==> config.mk <==
export PLATFORM = sky130hd
export DESIGN_NAME = nexi_uart_tx_sequencer
export DESIGN_NICKNAME = d
export VERILOG_FILES = /design/src/rtl/nexi_uart_tx_sequencer_pkg.sv /design/src/rtl/nexi_uart_tx_sequencer_fifo.sv /design/src/rtl/nexi_uart_tx_sequencer.sv
export SDC_FILE = /design/constraint.sdc
export NUM_CORES = 1
export LEC_CHECK = 0
export ABC_AREA = 1
export CORE_UTILIZATION = 50
export DETAILED_ROUTE_END_ITERATION = 10
export GPL_TIMING_DRIVEN = 0
export HOLD_SLACK_MARGIN = 0.1
export PLACE_DENSITY = 0.73
export SLEW_MARGIN = 5
export SYNTH_ARGS = -nofsm -noshare
export SYNTH_HDL_FRONTEND = slang
export SYNTH_SLANG_ARGS = --single-unit
==> constraint.sdc <==
create_clock -name clk_i -period 1.88 [get_ports clk_i]
set_input_delay 0.564 -clock clk_i [delete_from_list [all_inputs] [get_ports clk_i]]
set_output_delay 0.564 -clock clk_i [all_outputs]
set_load 0.02 [all_outputs]
==> src/rtl/nexi_uart_tx_sequencer_pkg.sv <==
// Shared definitions for the nexi UART TX sequencer: slave register map, ISR bits, FSM states.
package nexi_uart_tx_sequencer_pkg;

    localparam logic [2:0] ADDR_THR = 3'd1;
    localparam logic [2:0] ADDR_IER = 3'd2;
    localparam logic [2:0] ADDR_ISR = 3'd3;

    localparam int         ISR_TX_BIT = 0;
    localparam logic [7:0] IER_TX_EN  = 8'h01;

    typedef enum logic [2:0] {
        ST_INIT_IER,
        ST_INIT_REL,
        ST_IDLE,
        ST_WR_THR,
        ST_WR_REL,
        ST_WAIT_IRQ,
        ST_RD_ISR,
        ST_RD_REL
    } state_t;

    function automatic logic is_bus_state(input state_t s);
        return (s == ST_INIT_IER) || (s == ST_WR_THR) || (s == ST_RD_ISR);
    endfunction

endpackage

==> src/rtl/nexi_uart_tx_sequencer_fifo.sv <==
// Synchronous FIFO with registered full/empty/level flags; pushes into a full FIFO are dropped.
module nexi_sync_fifo #(
    parameter  int WIDTH = 8,
    parameter  int DEPTH = 8,
    localparam int AW    = $clog2(DEPTH),
    localparam int LW    = AW + 1
) (
    input  logic             clk_i,
    input  logic             rst_ni,
    input  logic             push_i,
    input  logic [WIDTH-1:0] push_data_i,
    input  logic             pop_i,
    output logic [WIDTH-1:0] pop_data_o,
    output logic             full_o,
    output logic             empty_o,
    output logic [LW-1:0]    level_o
);

    logic [WIDTH-1:0] mem_q [DEPTH];
    logic [AW-1:0]    wr_ptr_q, wr_ptr_d;
    logic [AW-1:0]    rd_ptr_q, rd_ptr_d;
    logic [LW-1:0]    level_q, level_d;
    logic             full_q, full_d;
    logic             empty_q, empty_d;
    logic             push_ok, pop_ok;

    assign push_ok = push_i && !full_q;
    assign pop_ok  = pop_i && !empty_q;

    always_comb begin
        wr_ptr_d = push_ok ? wr_ptr_q + AW'(1) : wr_ptr_q;
        rd_ptr_d = pop_ok  ? rd_ptr_q + AW'(1) : rd_ptr_q;
        level_d  = level_q;
        if (push_ok && !pop_ok) begin
            level_d = level_q + LW'(1);
        end else if (pop_ok && !push_ok) begin
            level_d = level_q - LW'(1);
        end
        full_d  = (level_d == LW'(DEPTH));
        empty_d = (level_d == '0);
    end

    always_ff @(posedge clk_i or negedge rst_ni) begin
        if (!rst_ni) begin
            wr_ptr_q <= '0;
            rd_ptr_q <= '0;
            level_q  <= '0;
            full_q   <= 1'b0;
            empty_q  <= 1'b1;
        end else begin
            wr_ptr_q <= wr_ptr_d;
            rd_ptr_q <= rd_ptr_d;
            level_q  <= level_d;
            full_q   <= full_d;
            empty_q  <= empty_d;
        end
    end

    // Storage has no reset; only entries between the pointers are ever read.
    always_ff @(posedge clk_i) begin
        if (push_ok) begin
            mem_q[wr_ptr_q] <= push_data_i;
        end
    end

    assign pop_data_o = mem_q[rd_ptr_q];
    assign full_o     = full_q;
    assign empty_o    = empty_q;
    assign level_o    = level_q;

endmodule

==> src/rtl/nexi_uart_tx_sequencer.sv <==
// Wishbone master that drains a byte FIFO into the nexi UART: THR write, wait for irq, ISR read.
module nexi_uart_tx_sequencer
    import nexi_uart_tx_sequencer_pkg::*;
#(
    parameter int DEPTH   = 8,
    parameter int TIMEOUT = 65535,
    parameter int TW      = 16
) (
    input  logic                   clk_i,
    input  logic                   rst_ni,
    input  logic                   push_i,
    input  logic [7:0]             push_data_i,
    output logic                   full_o,
    output logic                   empty_o,
    output logic [$clog2(DEPTH):0] level_o,
    output logic                   busy_o,
    output logic                   error_o,
    output logic                   wb_cyc_o,
    output logic                   wb_stb_o,
    output logic                   wb_we_o,
    output logic [2:0]             wb_addr_o,
    output logic [7:0]             wb_data_o,
    input  logic [7:0]             wb_data_i,
    input  logic                   wb_ack_i,
    input  logic                   irq_i
);

    state_t        state_q, state_d;
    logic [TW-1:0] cnt_q, cnt_d;
    logic [7:0]    byte_q, byte_d;
    logic [7:0]    isr_q, isr_d;
    logic          cyc_q, cyc_d;
    logic          we_q, we_d;
    logic [2:0]    addr_q, addr_d;
    logic [7:0]    wdata_q, wdata_d;
    logic          busy_q, busy_d;

    logic          fifo_pop;
    logic [7:0]    fifo_data;
    logic          fifo_empty;
    logic          counting;
    logic          timeout_hit;
    logic          bus_ack;
    logic          isr_unused;

    nexi_sync_fifo #(
        .WIDTH (8),
        .DEPTH (DEPTH)
    ) u_fifo (
        .clk_i       (clk_i),
        .rst_ni      (rst_ni),
        .push_i      (push_i),
        .push_data_i (push_data_i),
        .pop_i       (fifo_pop),
        .pop_data_o  (fifo_data),
        .full_o      (full_o),
        .empty_o     (fifo_empty),
        .level_o     (level_o)
    );

    assign counting    = (state_q != ST_IDLE);
    assign timeout_hit = counting && (cnt_q == TW'(TIMEOUT));
    assign bus_ack     = wb_ack_i && cyc_q;

    // Release states wait for ack to drop because the slave only lowers it after cyc/stb fall.
    always_comb begin
        state_d  = state_q;
        byte_d   = byte_q;
        isr_d    = isr_q;
        fifo_pop = 1'b0;
        case (state_q)
            ST_INIT_IER: if (bus_ack) state_d = ST_INIT_REL;
            ST_INIT_REL: if (!wb_ack_i) state_d = ST_IDLE;
            ST_IDLE: begin
                if (!fifo_empty) begin
                    fifo_pop = 1'b1;
                    byte_d   = fifo_data;
                    state_d  = ST_WR_THR;
                end
            end
            ST_WR_THR:   if (bus_ack) state_d = ST_WR_REL;
            ST_WR_REL:   if (!wb_ack_i) state_d = ST_WAIT_IRQ;
            ST_WAIT_IRQ: if (irq_i) state_d = ST_RD_ISR;
            ST_RD_ISR: begin
                if (bus_ack) begin
                    isr_d   = wb_data_i;
                    state_d = ST_RD_REL;
                end
            end
            ST_RD_REL: begin
                if (!wb_ack_i) begin
                    state_d = isr_q[ISR_TX_BIT] ? ST_IDLE : ST_WAIT_IRQ;
                end
            end
            default: state_d = ST_INIT_IER;
        endcase

        // A stuck IER write is abandoned rather than retried; any other abort drops the byte.
        if (timeout_hit) begin
            state_d = (state_q == ST_INIT_IER) ? ST_INIT_REL : ST_IDLE;
        end

        cnt_d = (counting && (state_d == state_q)) ? cnt_q + TW'(1) : '0;

        cyc_d   = is_bus_state(state_d);
        we_d    = 1'b0;
        addr_d  = '0;
        wdata_d = '0;
        case (state_d)
            ST_INIT_IER: begin
                we_d    = 1'b1;
                addr_d  = ADDR_IER;
                wdata_d = IER_TX_EN;
            end
            ST_WR_THR: begin
                we_d    = 1'b1;
                addr_d  = ADDR_THR;
                wdata_d = byte_d;
            end
            ST_RD_ISR: addr_d = ADDR_ISR;
            default: ;
        endcase

        busy_d = (state_d != ST_IDLE);
    end

    always_ff @(posedge clk_i or negedge rst_ni) begin
        if (!rst_ni) begin
            state_q <= ST_INIT_IER;
            cnt_q   <= '0;
            byte_q  <= '0;
            isr_q   <= '0;
            cyc_q   <= 1'b0;
            we_q    <= 1'b0;
            addr_q  <= '0;
            wdata_q <= '0;
            busy_q  <= 1'b0;
        end else begin
            state_q <= state_d;
            cnt_q   <= cnt_d;
            byte_q  <= byte_d;
            isr_q   <= isr_d;
            cyc_q   <= cyc_d;
            we_q    <= we_d;
            addr_q  <= addr_d;
            wdata_q <= wdata_d;
            busy_q  <= busy_d;
        end
    end

    // Only the TX-done bit steers the FSM; the rest of the ISR is captured but not acted on.
    assign isr_unused = ^isr_q[7:1];

    assign empty_o   = fifo_empty;
    assign busy_o    = busy_q;
    assign error_o   = timeout_hit;
    assign wb_cyc_o  = cyc_q;
    assign wb_stb_o  = cyc_q;
    assign wb_we_o   = we_q;
    assign wb_addr_o = addr_q;
    assign wb_data_o = wdata_q;

endmodule

==> results.sh <==
export IMPL_hold_class="register to register"
export IMPL_met3_wirelength_um=527
export IMPL_reg2reg_from="cnt_q[1]$_DFF_PN0_"
export IMPL_cts_root_buf="clkbuf_8"
export IMPL_rsz0062_at_grt="true"
export IMPL_worstSetupPathType="register to primary output"
export IMPL_cp_data_required_time_ps=1320
export IMPL_pin_count=43
export IMPL_startpoint="cnt_q[1]$_DFF_PN0_"
export IMPL_powerDensity_nw_per_um2=1590
export IMPL_ys_seq_area_share_pct=62.2
export IMPL_via_per_inst=5.14
export IMPL_crit_end="error_o"
export IMPL_tns_ps=-2080
export IMPL_crit_family="simple AND/OR/NAND/NOR gates"
export IMPL_port_buffers=34
export IMPL_area_delta_synth_final_pct=24.4
export IMPL_grt_max_degree=31
export IMPL_synthFlopType="edfxtp_1"
export IMPL_wl_per_cell_um=14.2
export IMPL_crit_chain="ha_2, nand2_2, nor2_4, nand3_4, nor2_4, buf_6"
export IMPL_core_area_um2=9950
export IMPL_vdd_drop_max_mv=0.743
export IMPL_htree_levels=4
export IMPL_synth_edf_count=64
export IMPL_cts_buffers_inserted=17
export IMPL_synthArstFlopShare_pct=45.3
export IMPL_reg2reg_depth=15
export IMPL_ys_types=34
export IMPL_timing_max_cap_violations=0
export IMPL_nets=598
export IMPL_start_kind="register"
export IMPL_final_core_util_pct=65.3
export IMPL_cp_depth=6
export IMPL_die_area_um2=10900
export IMPL_antenna_found_initial=0
export IMPL_fin_worst_skew_ps=8.37
export IMPL_crit_path_frequent_cell="nor2_4"
export IMPL_worst_path_max_delay_cell="dfrtp_1"
export IMPL_cts_buffer_depth=2
export IMPL_n_antenna_cell=0
export IMPL_violations="setup timing"
export IMPL_slew_headroom_pct=60.7
export IMPL_endpoint_kind="primary output"
export IMPL_finalNonFillerCells=718
export IMPL_period_share_pct=115
export IMPL_vias=3691
export IMPL_clock_sinks=117
export IMPL_route_met2_wl_um=4820
export IMPL_slew_viol_final=0
export IMPL_die_y_um=104
export IMPL_routed_wl_um=10200
export IMPL_insertion_delay_ps=510
export IMPL_fin_crit_ps=2150
export IMPL_dp_cells=677
export IMPL_finalPower_w=0.0103
export IMPL_yosysWarnings=0
export IMPL_synth_seq_cells=117
export IMPL_synth_avg_cell_area_um2=10.3
export IMPL_wl_met1_um=4650
export IMPL_dp_hpwl_um=6920
export IMPL_timing_fmax_mhz=464
export IMPL_preCtsSetupSlack_ps=-962
export IMPL_worst_slew_pin_slew_ps=589
export IMPL_layout_commonest_cell="nor2_1"
export IMPL_track_usage_pct=20.8
export IMPL_critPathMaxStageDelay_ps=360
export IMPL_worstPathMaxFanout=2
export IMPL_r2r_end="cnt_q[14]$_DFF_PN0_"
export IMPL_start_util_pct=52.5
export IMPL_grt_overflow=0
export IMPL_crit_buf_inv=1
export IMPL_num_rows=36
export IMPL_clk_pin_slew_ps=60
export IMPL_routed_top_layer="met4"
export IMPL_grt_pass1_vias=3647
export IMPL_first_pass_iters=4
export IMPL_postRouteAntennaNets=0
export IMPL_gp_congestion=0.837
export IMPL_post_route_worst_setup_slack_ps=-274
export IMPL_drt_first_iter_violations=187
export IMPL_grt_pass1_wl_um=17400
export IMPL_cts_tree="built"
export IMPL_netlist_area_um2=5230
export IMPL_setup_viol_count_final=24
export IMPL_die_w_um=104
export IMPL_rrSetupSlack_ps=-140
export IMPL_drc=0
export IMPL_hold_viol_final=0
export IMPL_drive_gt1_share_pct=18.5
export IMPL_synth_fp_nets=535
export IMPL_arrival_ps=1590
export IMPL_layout_common_cells="nor2_1 (81), nand2_1 (67), edfxtp_1 (64), inv_1 (54), dfrtp_1 (50)"
export IMPL_status="finished with violations"
export IMPL_p_leak_nw=2.73
export IMPL_syn_instance_count=509
-- how the worst min path moves through the flow --
| stage | start | endpoint | slack (ps) | cells after the start |
|---|---|---|---|---|
| floorplan | rst_ni | busy_o$_DFF_PN0_ | 270 | 0 |
| global placement | cnt_q[0]$_DFF_PN0_ | cnt_q[0]$_DFF_PN0_ | 450 | 1 |
| detailed placement | cnt_q[0]$_DFF_PN0_ | cnt_q[0]$_DFF_PN0_ | 460 | 1 |
| CTS | cnt_q[0]$_DFF_PN0_ | cnt_q[0]$_DFF_PN0_ | 470 | 1 |
| global route | byte_q[0]$_DFF_PN0_ | byte_q[0]$_DFF_PN0_ | 520 | 2 |
| finish | byte_q[0]$_DFF_PN0_ | byte_q[0]$_DFF_PN0_ | 480 | 2 |
-- synthesized netlist by cell type (all sizes together) (4+ instances only) --
cell | n | share of area, %
buf | 9 | 1.5
clkbuf | 9 | 0.65
dfrtp | 52 | 25
edfxtp | 64 | 37
ha | 5 | 1.2
inv | 56 | 4.0
nand2 | 80 | 6.6
nand3 | 21 | 2.7
nand4 | 6 | 0.72
nor2 | 110 | 9.2
o211ai | 16 | 2.3
o21ai | 54 | 5.2
xnor2 | 4 | 0.67
xor2 | 14 | 2.3
-- per-stage QoR --
step | hold WS (ps) | cell area, um^2
2_1_floorplan | 268 | 5230
3_3_place_gp | 446 | 5730
3_5_place_dp | 455 | 5750
4_1_cts | 466 | 6460
5_1_grt | 518 | 6500
6_report | 481 | 6500
-- timing repair --
item / CTS / global route
setup buffers: 4 / 4
pin swaps: 3 / 3
endpoints found under the setup margin: 111 / 88
gates resized for setup: 52 / 15
hold endpoints to repair: 22 / 0
hold buffers: 1 / 0
-- sequential cells by signal, indices dropped and copies added (netlist names) --
name,count
wb_we_o,1
cnt_q,16
isr_q,1
u_fifo.mem_q,64
u_fifo.rd_ptr_q,3
u_fifo.wr_ptr_q,3
byte_q,8
busy_o,1
wb_data_o,8
u_fifo.empty_o,1
u_fifo.full_o,1
wb_cyc_o,1
u_fifo.level_o,4
wb_addr_o,2
state_q,3
-- per-layer routing --
layer / vias up / global-route usage [%]
met5: - / 0
met4: 0 / 10.1
met3: 23 / 4.82
met2: 110 / 31.8
met1: 1754 / 28.1
li1: 1804 / -
-- area by class of cell --
class | count | area [um^2]
clock inverters | 14 | 200
plain buffers | 18 | 118
repair buffers | 44 | 395
inverters | 56 | 213
flip-flops and latches | 117 | 3250
well taps | 133 | 166
multi-input cells | 318 | 1740
clock buffers | 18 | 418
fillers | 766 | 3450
-- logic make-up after synthesis --
kind of cell | Yosys count | synth area share, %
AOI/OAI and AO/OA | 74 | 7.88
xor gates and xnor gates | 18 | 3.02
adders and majority gates | 5 | 1.20
buffers and inverters | 74 | 6.15
DFF | 117 | 62.2
other | 1 | 0.0718
and+or+nand+nor | 220 | 19.5
-- worst register-to-register path, delay by kind of cell (launching register included) --
| kind | cells | cell delay [ps] |
|---|---|---|
| flops | 1 | 360 |
| fa+ha+maj | 1 | 200 |
| simple gates | 12 | 1100 |
| buf+inv | 2 | 300 |
-- report_power, final --
part | internal, W | total, W | switching [W] | leakage [nW]
registers | 0.00325 | 0.00355 | 0.000302 | 1.26
clock network | 0.00217 | 0.00334 | 0.00117 | 0.304
logic | 0.00115 | 0.00341 | 0.00227 | 1.16
Note: power is estimated with default switching activity, not from simulation.
